==> src/rtl/uart_pkg.sv <==
// Shared types and helpers for the UART receive path.
package uart_pkg;

  // Receiver frame-tracking states.
  typedef enum logic [2:0] {
    IDLE      = 3'd0,
    START     = 3'd1,
    DATA      = 3'd2,
    PARITY    = 3'd3,
    STOP      = 3'd4,
    WAIT_IDLE = 3'd5
  } rx_state_t;

  // Mid-bit sample positions relative to OVERSAMPLE/2. The vote resolves on
  // the last of the three samples, so MID_HI_OFS marks the decision tick.
  localparam int MID_LO_OFS = -1;
  localparam int MID_HI_OFS = 1;

  // Majority of three samples.
  function automatic logic MAJ3(input logic [2:0] s);
    return (s[0] & s[1]) | (s[0] & s[2]) | (s[1] & s[2]);
  endfunction

endpackage

==> src/rtl/uart_rx_sync.sv <==
// rx synchroniser, falling-edge detector and 3-sample majority voter.
module uart_rx_sync
  import uart_pkg::*;
(
  input  logic clk,
  input  logic rst,
  input  logic baud_tick,
  input  logic rx,
  output logic rx_sync,
  output logic rx_fall,
  output logic vote
);

  // Older samples kept alongside the live one to form the 3-way vote.
  localparam int HIST = MID_HI_OFS - MID_LO_OFS;

  logic            rx_meta_reg;
  logic            rx_sync_reg;
  logic            rx_prev_reg;
  logic [HIST-1:0] samp_reg;

  // Two-flop synchroniser, one-cycle delay for edge detect, tick-enabled history.
  always_ff @(posedge clk) begin
    if (rst) begin
      rx_meta_reg <= 1'b1;
      rx_sync_reg <= 1'b1;
      rx_prev_reg <= 1'b1;
      samp_reg    <= '1;
    end else begin
      rx_meta_reg <= rx;
      rx_sync_reg <= rx_meta_reg;
      rx_prev_reg <= rx_sync_reg;
      if (baud_tick) samp_reg <= {samp_reg[HIST-2:0], rx_sync_reg};
    end
  end

  assign rx_sync = rx_sync_reg;
  assign rx_fall = rx_prev_reg & ~rx_sync_reg;
  // Two stored samples plus the one being taken on this tick.
  assign vote    = MAJ3({samp_reg, rx_sync_reg});

endmodule

==> src/rtl/uart_rx_param.sv <==
// Parametrised UART receiver with majority-voted sampling and ready/valid output.
module uart_rx_param
  import uart_pkg::*;
#(
  parameter int DATA_BITS  = 8,
  parameter int OVERSAMPLE = 16,
  parameter int PARITY_EN  = 0,
  parameter int PARITY_ODD = 0,
  parameter int STOP_BITS  = 1
) (
  input  logic                 clk,
  input  logic                 rst,
  input  logic                 baud_tick,
  input  logic                 rx,
  output logic [DATA_BITS-1:0] data,
  output logic                 valid,
  input  logic                 ready,
  output logic                 frame_err,
  output logic                 parity_err,
  output logic                 overrun,
  output logic                 busy
);

  localparam int             TW        = $clog2(OVERSAMPLE);
  localparam logic [TW-1:0]  TICK_LAST = TW'(OVERSAMPLE - 1);
  localparam logic [TW-1:0]  TICK_MID  = TW'(OVERSAMPLE / 2 + MID_HI_OFS);
  localparam logic [3:0]     DATA_LAST = 4'(DATA_BITS - 1);
  localparam logic [3:0]     STOP_LAST = 4'(STOP_BITS - 1);
  localparam logic           PAR_ON    = (PARITY_EN != 0);
  localparam logic           ODD       = (PARITY_ODD != 0);

  logic rx_sync, rx_fall, vote;

  uart_rx_sync u_sync (
    .clk       (clk),
    .rst       (rst),
    .baud_tick (baud_tick),
    .rx        (rx),
    .rx_sync   (rx_sync),
    .rx_fall   (rx_fall),
    .vote      (vote)
  );

  rx_state_t            state_reg, state_next;
  logic [TW-1:0]        tick_cnt_reg, tick_next;
  logic [3:0]           bit_cnt_reg, bit_next;
  logic [DATA_BITS-1:0] shift_reg, shift_next;
  logic                 par_bad_reg, par_bad_next;
  logic                 frm_bad_reg, frm_bad_next;
  logic                 deliver;
  logic                 mid_tick;

  logic [DATA_BITS-1:0] data_reg, data_next;
  logic                 valid_reg, valid_next;
  logic                 frame_err_reg, frame_err_next;
  logic                 parity_err_reg, parity_err_next;
  logic                 overrun_reg, overrun_next;

  // The decision tick: the third of the three mid-bit samples.
  assign mid_tick = baud_tick && (tick_cnt_reg == TICK_MID);

  // Frame FSM: bit timing, shifting and error accumulation.
  always_comb begin
    state_next   = state_reg;
    tick_next    = tick_cnt_reg;
    bit_next     = bit_cnt_reg;
    shift_next   = shift_reg;
    par_bad_next = par_bad_reg;
    frm_bad_next = frm_bad_reg;
    deliver      = 1'b0;
    if (baud_tick) tick_next = (tick_cnt_reg == TICK_LAST) ? '0 : tick_cnt_reg + 1'b1;
    case (state_reg)
      IDLE: begin
        tick_next = '0;
        if (rx_fall) begin
          state_next   = START;
          bit_next     = '0;
          par_bad_next = 1'b0;
          frm_bad_next = 1'b0;
        end
      end
      START: if (mid_tick) state_next = vote ? IDLE : DATA;
      DATA: if (mid_tick) begin
        shift_next = {vote, shift_reg[DATA_BITS-1:1]};
        if (bit_cnt_reg == DATA_LAST) begin
          bit_next   = '0;
          state_next = PAR_ON ? PARITY : STOP;
        end else begin
          bit_next = bit_cnt_reg + 4'd1;
        end
      end
      PARITY: if (mid_tick) begin
        par_bad_next = (^shift_reg) ^ vote ^ ODD;
        state_next   = STOP;
      end
      STOP: if (mid_tick) begin
        frm_bad_next = frm_bad_reg | ~vote;
        if (bit_cnt_reg == STOP_LAST) begin
          deliver    = 1'b1;
          bit_next   = '0;
          state_next = frm_bad_next ? WAIT_IDLE : IDLE;
        end else begin
          bit_next = bit_cnt_reg + 4'd1;
        end
      end
      // A break or stuck-low line must return high before a new start is armed.
      WAIT_IDLE: if (rx_sync) state_next = IDLE;
      default: state_next = IDLE;
    endcase
  end

  // FSM and datapath registers.
  always_ff @(posedge clk) begin
    if (rst) begin
      state_reg    <= IDLE;
      tick_cnt_reg <= '0;
      bit_cnt_reg  <= '0;
      shift_reg    <= '0;
      par_bad_reg  <= 1'b0;
      frm_bad_reg  <= 1'b0;
    end else begin
      state_reg    <= state_next;
      tick_cnt_reg <= tick_next;
      bit_cnt_reg  <= bit_next;
      shift_reg    <= shift_next;
      par_bad_reg  <= par_bad_next;
      frm_bad_reg  <= frm_bad_next;
    end
  end

  // Output holding register: load when free or being drained, else drop and flag overrun.
  always_comb begin
    data_next       = data_reg;
    frame_err_next  = frame_err_reg;
    parity_err_next = parity_err_reg;
    valid_next      = valid_reg & ~ready;
    overrun_next    = (valid_reg & ready) ? 1'b0 : overrun_reg;
    if (deliver) begin
      if (!valid_reg || ready) begin
        data_next       = shift_reg;
        frame_err_next  = frm_bad_next;
        parity_err_next = par_bad_reg;
        valid_next      = 1'b1;
      end else begin
        overrun_next = 1'b1;
      end
    end
  end

  // Output registers.
  always_ff @(posedge clk) begin
    if (rst) begin
      data_reg       <= '0;
      valid_reg      <= 1'b0;
      frame_err_reg  <= 1'b0;
      parity_err_reg <= 1'b0;
      overrun_reg    <= 1'b0;
    end else begin
      data_reg       <= data_next;
      valid_reg      <= valid_next;
      frame_err_reg  <= frame_err_next;
      parity_err_reg <= parity_err_next;
      overrun_reg    <= overrun_next;
    end
  end

  assign data       = data_reg;
  assign valid      = valid_reg;
  assign frame_err  = frame_err_reg;
  assign parity_err = parity_err_reg;
  assign overrun    = overrun_reg;
  assign busy       = (state_reg != IDLE);

endmodule

==> config.mk <==
export PLATFORM = sky130hd
export DESIGN_NAME = uart_rx_param
export DESIGN_NICKNAME = d
export VERILOG_FILES = /design/src/rtl/uart_pkg.sv /design/src/rtl/uart_rx_sync.sv /design/src/rtl/uart_rx_param.sv
export SDC_FILE = /design/constraint.sdc
export NUM_CORES = 1
export LEC_CHECK = 0
export CORE_MARGIN = 3
export CORE_UTILIZATION = 55
export CTS_CLUSTER_SIZE = 12
export DETAILED_ROUTE_END_ITERATION = 12
export GPL_TIMING_DRIVEN = 0
export PLACE_DENSITY = 0.84
export SKIP_CTS_REPAIR_TIMING = 1
export SYNTH_ARGS = -nofsm -noshare
export SYNTH_HDL_FRONTEND = slang
export SYNTH_SLANG_ARGS = --single-unit
==> constraint.sdc <==
create_clock -name clk -period 2.9 [get_ports clk]
set_input_delay 0.58 -clock clk [delete_from_list [all_inputs] [get_ports clk]]
set_output_delay 0.58 -clock clk [all_outputs]
set_load 0.02 [all_outputs]
==> results, run 1 <==
- The run finished with clean final reports.
- The count of TritonRoute iterations in the first routing pass is 4.
- The startpoint class of the critical path is a flop.
- Ranked by total cell area, the synthesized netlist is headed by sky130_fd_sc_hd__dfxtp_1 (42%), sky130_fd_sc_hd__mux2i_1 (5.5%), sky130_fd_sc_hd__a21oi_1 (4.7%).
- The number of pins exceeding their max-slew limit in the final report was 0.
- The global-route wire length before repair is 6620 microns.
- The area growth from synthesis to layout is 16.4%.
- The post-detailed-route via-to-cell ratio is 5.63.
- In this run, CTS created clock tree buffers numbering 5.
- The largest stage delay on the critical path is 0.60 ns.
- Summed over all failing endpoints, the final setup total negative slack is 0 ns.
- For this design the top-level I/O count stands at 18.
- The starting DRC count in detailed routing is 90.
- For the pin with the worst max-slew slack, the measured transition is 0.492 ns.
- The share of async-settable or async-resettable flops after synthesis is 0.
- The top cell type's share of synthesized area is 0.420.
- Counting flops with a built-in enable in the synthesized netlist gives 0.
- The CTS root buffer is sky130_fd_sc_hd__clkbuf_4.
- The half-perimeter wire length of the detailed placement result is 2550 microns.
- The worst-case headroom to the max-slew limit is 0.672.
- The critical path is of the reg -> out type.
- In this run the tool buffered the top-level ports with 16 buffer cells.
- The count of synthesis-stage warnings from yosys is 0.
- For hold timing, the worst endpoint is u_sync.rx_sync$_SDFF_PP1_.
- The number of nets in the synthesized netlist is 216.
- The startpoint of the worst-slack reg-to-reg timing path is tick_cnt_reg[0]$_SDFFE_PP0P_.
- Across every metal layer, demand over resource in global routing totals 0.210.
- The clock period minus worst slack is 2.37 ns.
- Traced cell by cell, the critical path runs through buf_2 -> nor2_1 -> nand2_1 -> clkdlybuf4s50_1.
- The longest clock path from root to sink contains 2 buffers.
- The total power divided by cell area is 447 nW/um^2.
- The die covers 4020 sq um.
- Global routing finished with a remaining overflow of 0.
- The total number of H-tree levels is 2.
- Among all flip-flop cells after synthesis, the most frequent one is sky130_fd_sc_hd__dfxtp_1.
- After clock tree synthesis, the clock-pin slew on the worst setup and hold paths is 0.11 ns.
- The number of cell instances on the worst register-to-register path is 7.
- The synthesized netlist contains 45 unique library cells.
- The endpoint identified for the worst register-to-register timing path is frame_err$_SDFFE_PP0P_.
- The TritonCTS clock tree is done.
- The repair_antennas step left the layout with diodes totalling 0.
- On the final layout, the worst clock skew is 0.00485 ns.
- After the last flow step, the layout net total stands at 239.
- Max-cap violations in this run came to 0.
- Measured along the y axis, the die boundary spans 63.4 microns.
- Timing would allow up to 422 MHz.
- Summing every instance area after synthesis gives 1810 sq um.
- The clock sink count is 38.
- The number of vias after detailed routing is 1542.
- A synthesized cell averages 8.75 sq um.
- Dividing the final minimum period by the clock period gives 0.817.
- The wire length after detailed routing is 3670 microns.
- The number of fill cells in the layout is 279.
- Counting every instance in the synthesized netlist gives 207.
- The final count of negative-setup-slack endpoints is 0.
- The die width is 63.4 microns.
- The initial core utilization is 0.584.
- Along the worst hold path, the cell count comes to 1.
- Along the worst path, the maximum fanout reaches 10.
- The initial antenna violation count came to 0.
- The number of global-route vias before repair came to 1498.
- The number of synthesized register bits is 38.
- Of the total power, the share spent switching nets is 0.212.
- The required time of the critical path is 2.32 ns.
- Cell internal power was estimated by the tool at 742 uW.
- After detailed routing, the number of remaining DRC violations is 0.
- The detail route stage leaves a number of antenna-violating nets equal to 0.
- For this design the static power due to leakage is 0.741 nW.
- Of the total power, the clock network draws 0.400.
- The library cell occupying the most area in the post-synthesis netlist is sky130_fd_sc_hd__dfxtp_1.
- The hold violation total from the final report is 0.
- Routability-driven placement finished with a final weighted congestion of 0.897.
- Measured on the finished design, the core utilization comes to 0.679.
- The area of the core region is 3100 sq um.
- The cell with the largest stage delay on the worst path is sky130_fd_sc_hd__clkdlybuf4s50_1.
- Of the total power, combinational logic draws 0.040.
- The net switching power is 200 uW.
- Of the total power, registers draw 0.560.
- After detailed routing, the average wire length per cell comes to 13.4 microns.
- In this run the worst hold path is classified as reg -> reg.
- STA puts the critical path data arrival time at 1.79 ns.
- The sequential element share of the synthesized area is 0.420.
- The source of the worst hold timing path is u_sync.rx_meta_reg$_SDFF_PP1_.
- The fraction of layout cells with a size suffix above 1 is 0.0826.
- Setup slack on the worst reg-to-reg path comes out at 0.81 ns.
- The clock latency on the worst-skew pair is 0.35 ns.
- Setup repair after global routing left no endpoint under its margin.
- Row generation in the floorplan step produced 20 rows.
- The maximum VDD drop is 312 uV.
- The maximum number of pins on one net before global-route repair is 12.
- STA classifies the critical path endpoint as an output port.
worst max-delay path, delay by kind of cell, from the launching register on:
family / cells / cell delay, ns
buffers and inverters: 2 / 0.84
and+or+nand+nor: 2 / 0.21
DFF: 1 / 0.38
cell families after synthesis:
logic type | count (synthesis) | synth area share
AOI/OAI and AO/OA | 47 | 0.170
adders and majority gates | 5 | 0.0332
and+or+nand+nor | 78 | 0.228
xor gates and xnor gates | 10 | 0.0483
buffers and inverters | 19 | 0.0456
muxes | 10 | 0.0553
DFF | 38 | 0.420
through the flow:
step	hold slack (ns)	area, sq um	setup WS [ns]	instances	power [mW]
after floorplan	0.389	1810	0.965	207	0.565
after global placement	0.391	2030	0.754	267	0.576
after detailed placement	0.400	2030	0.709	267	0.577
after CTS	0.427	2110	0.519	274	0.947
after global routing	0.439	2110	0.397	274	0.976
final	0.420	2110	0.532	274	0.942
layout by cell type (no fill, tap or decap), types with 3 or more instances in the layout:
cell type / n
sky130_fd_sc_hd__nand3_1: 11
sky130_fd_sc_hd__nand2_1: 17
sky130_fd_sc_hd__xnor2_1: 8
sky130_fd_sc_hd__clkbuf_1: 8
sky130_fd_sc_hd__a211oi_1: 3
sky130_fd_sc_hd__dfxtp_1: 38
sky130_fd_sc_hd__inv_1: 7
sky130_fd_sc_hd__nor2b_1: 3
sky130_fd_sc_hd__nor3_1: 3
sky130_fd_sc_hd__mux2i_1: 10
sky130_fd_sc_hd__o21ai_0: 10
sky130_fd_sc_hd__or2_2: 4
sky130_fd_sc_hd__a21oi_1: 17
sky130_fd_sc_hd__nor3b_1: 3
sky130_fd_sc_hd__clkbuf_4: 5
sky130_fd_sc_hd__a211o_1: 3
sky130_fd_sc_hd__clkdlybuf4s50_1: 16
sky130_fd_sc_hd__ha_1: 4
sky130_fd_sc_hd__buf_2: 3
sky130_fd_sc_hd__nor2_1: 20
sky130_fd_sc_hd__nand2b_1: 5
Yosys cell counts, types with 4 or more instances:
| cell | instances |
|---|---|
| sky130_fd_sc_hd__o21ai_0 | 10 |
| sky130_fd_sc_hd__nor2_1 | 20 |
| sky130_fd_sc_hd__a21oi_1 | 17 |
| sky130_fd_sc_hd__clkbuf_1 | 8 |
| sky130_fd_sc_hd__nand3_1 | 11 |
| sky130_fd_sc_hd__dfxtp_1 | 38 |
| sky130_fd_sc_hd__nand2_1 | 17 |
| sky130_fd_sc_hd__xnor2_1 | 8 |
| sky130_fd_sc_hd__or2_2 | 4 |
| sky130_fd_sc_hd__nand2b_1 | 5 |
| sky130_fd_sc_hd__inv_1 | 7 |
| sky130_fd_sc_hd__ha_1 | 4 |
| sky130_fd_sc_hd__mux2i_1 | 10 |
area by class of cell:
| class | instances | area [sq um] | area share |
|---|---|---|---|
| multi-input combinational | 150 | 968 | 0.459 |
| tap | 44 | 55.1 | 0.0261 |
| clock inverter | 1 | 30.0 | 0.0142 |
| inverter | 7 | 26.3 | 0.0125 |
| timing repair buffer | 16 | 160 | 0.0760 |
| buffer | 12 | 56.3 | 0.0267 |
| sequential | 38 | 761 | 0.361 |
| clock buffer | 6 | 51.3 | 0.0243 |
power by group through the flow:
stage | logic (mW) | registers (mW) | clock network [mW]
6_report | 0.0376 | 0.528 | 0.377
3_5_place_dp | 0.0367 | 0.540 | 0
4_1_cts | 0.0372 | 0.528 | 0.382
5_1_grt | 0.0422 | 0.529 | 0.405
3_3_place_gp | 0.0360 | 0.540 | 0
2_1_floorplan | 0.0254 | 0.539 | 0
worst max path at each step:
stage,start,endpoint,cells past startpoint
after global routing,state_reg[1]$_SDFFE_PP0P_,busy,4
after CTS,state_reg[1]$_SDFFE_PP0P_,busy,4
after floorplan,baud_tick,data[1]$_SDFFE_PP0P_,7
after global placement,baud_tick,data[4]$_SDFFE_PP0P_,7
after detailed placement,baud_tick,frame_err$_SDFFE_PP0P_,7
final,state_reg[1]$_SDFFE_PP0P_,busy,4
per-layer routing:
metal | global-route usage | part of all wire | up-vias
met5 | 0 | 0 | -
met4 | 0.0782 | 0.019 | 0
met3 | 0.0660 | 0.038 | 9
met1 | 0.268 | 0.48 | 728
li1 | - | - | 775
met2 | 0.330 | 0.46 | 30
No activity file was read; power rests on OpenSTA's default activity.
==> run 2, diff against run 1 <==
Clock period 2.9 ns to 2.32 ns, I/O delays scaled along.
==> run 2 against run 1 <==
- sequential cell count did not move
- worst hold slack got worse by 0.0072 ns
- sequential share of layout area shrank 0.086 points
- critical endpoint unchanged
- largest cell class unchanged
- largest power group unchanged
- highest routed layer unchanged
==> results, run 2 (same netlist as run 1, synthesis figures left out) <==
- Relative to the synthesized area, the layout overhead comes to 16.6%.
- The leftover overflow at the end of global routing is 0 (unchanged).
- The global-route wire length before repair is 6620 microns (unchanged).
- The number of vias after detailed routing came to 1548 (+0.39%).
- Clock tree synthesis selected as its root buffer the cell sky130_fd_sc_hd__clkbuf_4.
- The hold violation total from the final report is 0 (unchanged).
- The half-perimeter wire length of the detailed placement result was 2550 microns (unchanged).
- The number of buffers on the longest clock path is 2 (unchanged).
- The worst setup path is of the reg -> out kind.
- The number of clock buffers inserted by TritonCTS is 5 (unchanged).
- The post-detailed-route DRC marker count came to 0 (unchanged).
- In this run the most used layer during global routing was met2.
- The fraction of power spent switching nets is 0.212 (-0.000321).
- The wire length after detailed routing is 3670 microns (about the same).
- The count of TritonRoute iterations in the first routing pass is 4 (unchanged).
- Subtracting the final worst setup slack from the clock period gives 2.19 ns.
- The remaining number of nets flagged by the antenna check after routing came to 0 (unchanged).
- The count of input and output buffers is 16 (unchanged).
- The required time of the critical path is 1.86 ns (-0.46 ns).
- The global-route track usage on met3 came to 0.0660 (unchanged).
- The number of pins exceeding their max-slew limit in the final report is 0 (unchanged).
- The clock sink count was 38 (unchanged).
- The final hold slack came to 0.413 ns (-0.00718 ns).
- The clock transition time at the flip-flop clock pins of the worst setup and hold paths is 0.11 ns (about the same).
- The net switching power came to 250 uW (+25%).
- The antenna diode count was 0 (unchanged).
- The proportion of power drawn by combinational gates is 0.040 (about the same).
- The library cell used most frequently in the layout, excluding fill and tap cells, is sky130_fd_sc_hd__dfxtp_1.
- The initial core utilization is 0.584 (unchanged).
- The initial antenna violation count is 0 (unchanged).
- The number of global-route vias before repair was 1498 (unchanged).
- The area of the core region is 3100 sq um (unchanged).
- The internal power was 928 uW (+25%).
- The smallest setup slack after layout is 0.132 ns (-0.400 ns).
- The pin slew with the least headroom to its limit is 0.491 ns (-0.000973 ns).
- The top-level port count is 18 (unchanged).
- The worst clock skew was 0.00463 ns (-0.000226 ns).
- The number of rows created at floorplan is 20 (unchanged).
- The library cells used most frequently in the layout, excluding fill and tap cells, are sky130_fd_sc_hd__dfxtp_1 (38), sky130_fd_sc_hd__nor2_1 (19), sky130_fd_sc_hd__nand2_1 (17), sky130_fd_sc_hd__a21oi_1 (17), sky130_fd_sc_hd__clkdlybuf4s50_1 (16).
- The maximum VDD drop is 390 uV (+25%).
- STA classifies the critical path startpoint as a flop.
- The met2 layer usage reported by global route came to 0.330 (unchanged).
- The relative contribution of the clock network to total power is 0.399 (about the same).
- The final count of negative-setup-slack endpoints is 0 (unchanged).
- The global routing usage on met1 is 0.268 (unchanged).
- Static timing analysis puts the maximum clock frequency at 457 MHz.
- The flow ran to the end, and the final reports show no timing, DRC or antenna violations.
- The starting DRC count in detailed routing is 101 (+12%).
- The total number of H-tree levels is 2 (unchanged).
- The vertical die dimension was 63.4 microns (unchanged).
- The fraction of layout cells with a size suffix above 1 is 0.0870 (+0.00435).
- The sequential power share came to 0.561 (about the same).
- The clock latency on the worst-skew pair is 0.35 ns (about the same).
- The post-detailed-route via-to-cell ratio is 5.65 (+0.39%).
- The TritonCTS clock tree is done.
- The total negative slack for setup checks is 0 ns (unchanged).
- The highest fanout seen on the critical path came to 10 (unchanged).
- The pre-CTS setup slack is 0.245 ns (-0.464 ns).
- STA classifies the critical path endpoint as an output port.
- The die width came to 63.4 microns (unchanged).
- The post-placement cell area is 2030 sq um (unchanged).
- The leakage power is 0.741 nW (about the same).
- The die outline area came to 4020 sq um (unchanged).
- The final clock period utilization by the worst path is 0.943.
- The global placement routability congestion is 0.897 (unchanged).
- The maximum number of pins on one net before global-route repair was 12 (unchanged).
- The total power divided by cell area was 557 nW/um^2 (+25%).
- The total routing usage reported by global routing was 0.210 (unchanged).
- The layout net count is 239 (unchanged).
- The worst-case headroom to the max-slew limit came to 0.673 (about the same).
- The design area was 2110 sq um (+0.24%).
- The worst hold path belongs to the class in -> reg.
- Setup repair after global routing left no endpoint under its margin.
- The total of max-cap violations is 0 (unchanged).
- The average wire per standard cell is 13.4 microns (about the same).
- The endpoint arrival time on the critical path was 1.72 ns (-0.07 ns).
## run 2: changes by cell type in the layout (fill, tap and decap cells not counted)
cell / delta
sky130_fd_sc_hd__clkbuf_4: +1
sky130_fd_sc_hd__nor2_2: +1
sky130_fd_sc_hd__buf_2: -1
sky130_fd_sc_hd__nor2_1: -1
## run 2: power groups by stage
stage	clock network [mW]	logic (mW)	registers (mW)
6_report	0.470	0.0470	0.660
3_3_place_gp	0	0.0450	0.675
4_1_cts	0.477	0.0464	0.660
5_1_grt	0.506	0.0529	0.662
2_1_floorplan	0	0.0317	0.674
3_5_place_dp	0	0.0458	0.675
## run 2: final timing paths
kind	depth (start not counted)	start	slack, ns	end
max	4	state_reg[1]$_SDFFE_PP0P_	0.13	busy
max reg2reg	7	tick_cnt_reg[0]$_SDFFE_PP0P_	0.23	frame_err$_SDFFE_PP0P_
min reg2reg	1	u_sync.rx_meta_reg$_SDFF_PP1_	0.42	u_sync.rx_sync$_SDFF_PP1_
min	2	baud_tick	0.41	tick_cnt_reg[1]$_SDFFE_PP0P_
## run 2: layout make-up
cell class	instances	area, sq um
clock inverters	1	30.0
flip-flops and latches	38	761
plain buffers	12	58.8
clock buffers	6	51.3
fillers	279	990
inverters	7	26.3
repair buffers	16	160
well taps	44	55.1
multi-input cells	150	971
## run 2: per-layer routing
| layer | vias to the layer above | routed length (microns) |
|---|---|---|
| li1 | 773 | - |
| met1 | 736 | 1770 |
| met2 | 30 | 1700 |
| met3 | 9 | 128 |
| met4 | 0 | 71 |
| met5 | - | 0 |
## run 2: worst max-delay path, cell delays in order (launching register included)
cell and delay, ns:
sky130_fd_sc_hd__dfxtp_1 0.38, sky130_fd_sc_hd__clkbuf_4 0.23, sky130_fd_sc_hd__nor2_2 0.07, sky130_fd_sc_hd__nand2_1 0.10
sky130_fd_sc_hd__clkdlybuf4s50_1 0.60
## run 2: metrics by stage
stage	power [mW]	util	cells
6_report	1.18	0.681	274
3_3_place_gp	0.720	0.653	267
4_1_cts	1.18	0.679	274
2_1_floorplan	0.706	-	207
3_5_place_dp	0.721	0.653	267
5_1_grt	1.22	0.681	274
